--- src/rtl/pomiar_obrotow_pkg.sv ---
// pomiar_obrotow_pkg: rpm width, saturation limit and counter helper shared with the BCD stage
package pomiar_obrotow_pkg;
    localparam int RPM_W   = 7;
    localparam int RPM_MAX = 99;
    typedef logic [RPM_W-1:0] rpm_t;
    // Holding at RPM_MAX+1 keeps the overflow visible without ever wrapping
    function automatic rpm_t sat_inc(input rpm_t c);
        return (c == rpm_t'(RPM_MAX + 1)) ? c : c + 1'b1;
    endfunction
endpackage

--- src/rtl/pomiar_obrotow_filtr_wejscia.sv ---
// filtr_wejscia: 2-FF synchroniser, run-length glitch filter and registered rising-edge pulse
module filtr_wejscia #(
    parameter int FILTER_LEN = 4
) (
    input  logic clk,
    input  logic rst_n,
    input  logic in,
    output logic level,
    output logic rise
);
    localparam int CW = $clog2(FILTER_LEN + 1);
    logic [1:0]    sync;
    logic [CW-1:0] run;
    logic          differ;
    logic          flip;
    assign differ = sync[1] != level;
    assign flip   = differ && (run == CW'(FILTER_LEN - 1));
    always_ff @(posedge clk or negedge rst_n) begin
        if (!rst_n) begin
            sync  <= '0;
            run   <= '0;
            level <= 1'b0;
            rise  <= 1'b0;
        end else begin
            sync  <= {sync[0], in};
            run   <= (differ && !flip) ? run + 1'b1 : '0;
            level <= flip ? sync[1] : level;
            rise  <= flip && sync[1];
        end
    end
endmodule

--- src/rtl/pomiar_obrotow.sv ---
// pomiar_obrotow: counts filtered sensor edges per gate window and latches the saturated count
module pomiar_obrotow
    import pomiar_obrotow_pkg::*;
#(
    parameter int GATE_CYCLES = 50_000_000,
    parameter int FILTER_LEN  = 4
) (
    input  logic             clk,
    input  logic             rst_n,
    input  logic             en,
    input  logic             czujnik,
    output logic [RPM_W-1:0] rpm,
    output logic             rpm_valid,
    output logic             przekroczenie
);
    localparam int GW = $clog2(GATE_CYCLES);
    logic [GW-1:0] gate;
    rpm_t          cnt;
    rpm_t          cnt_next;
    logic          level;
    logic          rise;
    logic          last;
    filtr_wejscia #(.FILTER_LEN(FILTER_LEN)) u_filtr (
        .clk   (clk),
        .rst_n (rst_n),
        .in    (czujnik),
        .level (level),
        .rise  (rise)
    );
    assert property (@(posedge clk) disable iff (!rst_n) rise |-> level);
    assign last     = en && (gate == GW'(GATE_CYCLES - 1));
    // An edge in the closing cycle still belongs to the window being latched
    assign cnt_next = (en && rise) ? sat_inc(cnt) : cnt;
    always_ff @(posedge clk or negedge rst_n) begin
        if (!rst_n) begin
            gate          <= '0;
            cnt           <= '0;
            rpm           <= '0;
            rpm_valid     <= 1'b0;
            przekroczenie <= 1'b0;
        end else begin
            rpm_valid <= last;
            gate      <= en ? (last ? '0 : gate + 1'b1) : gate;
            cnt       <= last ? '0 : cnt_next;
            if (last) begin
                rpm           <= (cnt_next > rpm_t'(RPM_MAX)) ? rpm_t'(RPM_MAX) : cnt_next;
                przekroczenie <= cnt_next > rpm_t'(RPM_MAX);
            end
        end
    end
endmodule

--- config.mk ---
export PLATFORM = sky130hd
export DESIGN_NAME = pomiar_obrotow
export DESIGN_NICKNAME = d
export VERILOG_FILES = /design/src/rtl/pomiar_obrotow_pkg.sv /design/src/rtl/pomiar_obrotow_filtr_wejscia.sv /design/src/rtl/pomiar_obrotow.sv
export SDC_FILE = /design/constraint.sdc
export NUM_CORES = 1
export LEC_CHECK = 0
export ABC_AREA = 1
export CORE_UTILIZATION = 30
export DETAILED_ROUTE_END_ITERATION = 8
export GPL_TIMING_DRIVEN = 0
export PLACE_DENSITY_LB_ADDON = 0.2
export SLEW_MARGIN = 20
export SYNTH_ARGS = -nofsm -noshare
export SYNTH_HDL_FRONTEND = slang
export SYNTH_SLANG_ARGS = --single-unit
--- constraint.sdc ---
create_clock -name clk -period 3.1 [get_ports clk]
set_clock_uncertainty 0.2 [all_clocks]
set_input_delay 0.93 -clock clk [delete_from_list [all_inputs] [get_ports clk]]
set_output_delay 0.93 -clock clk [all_outputs]
set_load 0.05 [all_outputs]
Yosys cells after proc, flatten, opt, wreduce, memory -nomap -nowiden:

Cells that the tools add are included.

* flip-flop bits (word level): 49
* latch bits: 0
* RAM bits: 0
* memory bits (read-only): 0
* bits of input ports: 4
* output and inout bits: 9
* logic and storage cells: 29
* memories: 0

* add/sub/neg operators: 3
* multipliers: 0
* divide/modulo/power cells: 0
* $lt $le $gt $ge: 1
* equality and inequality tests: 4
* shifts and indexed selects: 0
* muxes and demuxes: 6
* bitwise operators: 0
* reductions and logical operators: 6

Operators with widths (count)
* 2-to-1 mux 7 bit: 4
* adder 26 x 1 -> 26 bit (second input constant): 1
* equality test 26 bit (second input constant): 1
* 2-to-1 mux 26 bit: 1
* adder 7 x 1 -> 7 bit (second input constant): 1
* equality test 7 bit (second input constant): 1
* greater-than comparator 7 bit (second input constant): 1
* logical AND 1 bit: 5
* adder 3 x 1 -> 3 bit (second input constant): 1
* equality test 3 x 2 -> 1 bit (second input constant): 1
* 2-to-1 mux 3 bit: 1
* zero test 1 bit: 1
* != test 1 bit: 1

Logic depth before layout (Yosys ltp):

* word-level depth: 5
* depth in mapped cells: 11
* depth with buffers taken out: 11

Hierarchy:

A second synthesis with hierarchy kept.

* cells, all modules: 388
* area total of the unflattened synthesis: 2830.2 um2

By module, submodules not included
* pomiar_obrotow: times used 1, cells each 365, area an instance 2566.2 um2, sequential area each 1051.0 um2
* filtr_wejscia: times used 1, cells each 23, area an instance 264.0 um2, sequential area each 175.2 um2

Worst setup path before layout:

Ideal clock, no wire load.

* path kind: input port to flip-flop
* start point: input en
* end point: register gate[18]
* library setup time: 0.118 ns
* arrival time: 1.770 ns
* required time: 2.782 ns
* setup slack: 1.012 ns
* stages: 8
* buffers on the path: 1
* cells stage by stage: buf_6 > nand2_2 > nor2_2 > nand2_1 > nor3_2 > nand3_1 > xor2_1 > inv_1

* word-level cells in the longest chain between the ends: 2

Ends and longest elaborated chain
* from (decl): line pomiar_obrotow.sv:10 `input logic en,`
* logical AND 1 bit: line pomiar_obrotow.sv:31 `assign last = en && (gate == GW'(GATE_CYCLES - 1));`
* 2-to-1 mux 26 bit: line pomiar_obrotow.sv:43 `gate <= en ? (last ? '0 : gate + 1'b1) : gate;`
* to (signal assigned): line pomiar_obrotow.sv:43
* to (decl): line pomiar_obrotow.sv:17 `logic [GW-1:0] gate;`

Parallel ways exist; a longest one is shown, timed or not.
A chain may end at the register's enable or synchronous reset.

Worst setup path after layout:

* start point: register rpm[0]
* end point: output rpm[0]

RTL lines
* from (decl): line pomiar_obrotow.sv:12 `output logic [RPM_W-1:0] rpm,`
* from (signal assigned): line pomiar_obrotow.sv:46 `rpm <= (cnt_next > rpm_t'(RPM_MAX)) ? rpm_t'(RPM_MAX) : cnt_next;`

No word-level cell between the ends.

==> results.toml <==
[run_status]
outcome = "complete, no violations"

[cells_and_area]
layout_commonest_cell = "nand2_1"
drive_gt1_frac = 0.114
nNetsFinal = 385
antenna_cells = 0
final_cell_mix = "81 x nand2_1, 56 x inv_1, 50 x nor2_1"
instances_no_fill = 485
final_core_util = 0.352
syn_to_final_growth_pct = 12.5

[setup_path]
setup.worst_path.class = "reg2out"
worstPathArrival_ns = 1.49
slowest_stage = "clkdlybuf4s50_1"
critPathTopFamily = "buffers and inverters"
max_stage_delay_ns = 0.81
endpoint_kind = "primary output"
start_kind = "flip-flop"
cp.buffers_inverters = 1
required_ns = 1.97
cp_cell_sequence = "clkdlybuf4s50_1"
critPathMaxFanout = 2

[routing]
vias = 2200
wl_per_cell_um = 11.9
drt-total-wl_mm = 5.77
first_iter_violations = 77
antenna_left = 0
avgViaCountPerCell = 4.54
firstDrtPassIters = 4
drc = 0

[floorplanning]
die_h_um = 97.6
fp.dieArea_um2 = 9520
die_width_um = 97.6
rows = 34
ioPinCount = 13
start_util = 0.313
coreArea_um2 = 8760

[synthesis]
ys_ff_latch = 49
synth_top_cell_by_area = "dfrtp_1"
ys_warn_count = 0
synth.distinct_cells = 27
synth_fp_nets = 367
ys_top_cells_by_area = "dfrtp_1 45%, nand2_1 11%, inv_1 7.7%, nor2_1 6.9%, nand3_1 4.4%"
syn-cell-area_um2 = 2740
yosysTopAreaCellShare = 0.448
netlist_instances = 358
avgSynthCellArea_um2 = 7.65
yosysSeqAreaShare = 0.448

[cts]
cts_num_sinks = 49
cts.htree.levels = 2
cts_tree = "built"
cts_resized = 0
holdBufCountCts = 0
tritoncts.num_buffers = 5
root_buffer = "clkbuf_8"
clock_latency_ns = 0.31
clkTransAtPathRegs_ns = 0.10
cts_max_path_buffers = 2
postCtsSetupBuffers = 0

[place]
port_buffers = 11
place.gp.congestion = 0.776
dp_hpwl_mm = 4.26
dp.cells = 477

[power_and_ir_drop]
pwr-share-comb = 0.190
switchingPower_mw = 0.502
p_per_area_nw_per_um2 = 491
p_leak_nw = 1.53
intPower_mw = 1.01
ir_drop_mv = 0.253
seqPwrFrac = 0.533
total_power_mw = 1.51
p_clk_frac = 0.277
switching_share = 0.332

[sta]
finalSetupViolations = 0
worstMarginPinSlew_ns = 0.632
fmax_ghz = 0.381
drv_slew = 0
hold_viol = 0
min_period_ns = 2.62
min_period_over_period = 0.846
maxSlewHeadroom = 0.578
grt_setup_unrepaired = "false"

[global_route]
overflow = 0
use_met1 = 0.175
antenna_found_initial = 0
grt.busiest_layer = "met2"
use_met3 = 0.0281
grt_start_max_net_pins = 50
grt_pass1_vias = 2233
met2_usage = 0.225
grt_use_total = 0.135
grt_pass1_wl_mm = 10.3

[hold_path]
hp-class = "reg2reg"

[flow_run]
max-cap-violations = 0
-- metrics by stage --
step           cell area [um^2]  setup TNS, ns  hold slack (ns)  worst slack (ns)
6_report                   3080              0            0.158             0.478
5_1_grt                    3080              0            0.167             0.436
4_1_cts                    3080              0            0.162             0.466
3_5_place_dp               2980              0            0.138             0.754
3_3_place_gp               2980         -32.46            0.133            -0.665
2_1_floorplan              2740              0            0.131              1.01
-- registers in the layout, summed over array words and instances (netlist names) --
signal and count:
u_filtr.rise 1, u_filtr.run 3, rpm 7, cnt 7
przekroczenie 1, gate 26, u_filtr.level 1, u_filtr.sync 2
rpm_valid 1
-- power by group through the flow --
| stage | combinational, mW | sequential [mW] | clock (mW) |
|---|---|---|---|
| floorplan | 0.228 | 0.801 | 0 |
| detailed placement | 0.292 | 0.818 | 0 |
| finish | 0.287 | 0.806 | 0.420 |
| global route | 0.343 | 0.821 | 0.463 |
| global placement | 0.283 | 0.818 | 0 |
| CTS | 0.293 | 0.806 | 0.438 |
-- cell families after synthesis --
| group | synth area share |
|---|---|
| compound gates | 0.0525 |
| flops | 0.448 |
| fa+ha+maj | 0.0228 |
| xor+xnor | 0.0288 |
| buf+inv | 0.103 |
| simple gates | 0.345 |
-- cell usage after synthesis (all sizes together) --
master,n
nor2,58
xnor2,1
dfrtp,49
and2,1
nand3,30
or2,1
nor4,1
ha,5
xor2,8
inv,62
nor3,16
a31oi,5
o21ai,12
nand2,87
a211oi,1
nand4,7
a21oi,9
buf,5
-- worst paths after layout --
check | start | endpoint | slack [ns] | depth (start not counted)
min reg2reg | u_filtr.sync[0]$_DFF_PN0_ | u_filtr.sync[1]$_DFF_PN0_ | 0.16 | 0
max | rpm[0]$_DFFE_PN0P_ | rpm[0] | 0.48 | 1
min in group asynchronous | rst_n | gate[6]$_DFFE_PN0P_ | 0.44 | 1
min | u_filtr.sync[0]$_DFF_PN0_ | u_filtr.sync[1]$_DFF_PN0_ | 0.16 | 0
max in group asynchronous | rst_n | gate[23]$_DFFE_PN0P_ | 1.84 | 1
max reg2reg | gate[0]$_DFFE_PN0P_ | gate[19]$_DFFE_PN0P_ | 1.20 | 8
-- metal layers --
layer | share of wire | routed length [um] | up-vias
li1 | - | - | 1153
met1 | 0.49 | 2850 | 1016
met2 | 0.47 | 2700 | 20
met3 | 0.022 | 129 | 11
met4 | 0.016 | 94 | 0
met5 | 0 | 0 | -
-- layout make-up --
cell class,count,area [um^2]
Tap cell,108,135
Multi-Input combinational cell,242,1230
Fill cell,911,5680
Sequential cell,49,1230
Inverter,62,233
Clock buffer,6,82.6
Clock inverter,2,17.5
Buffer,5,50.0
Timing Repair Buffer,11,108
Power figures use the tool's default switching activity.
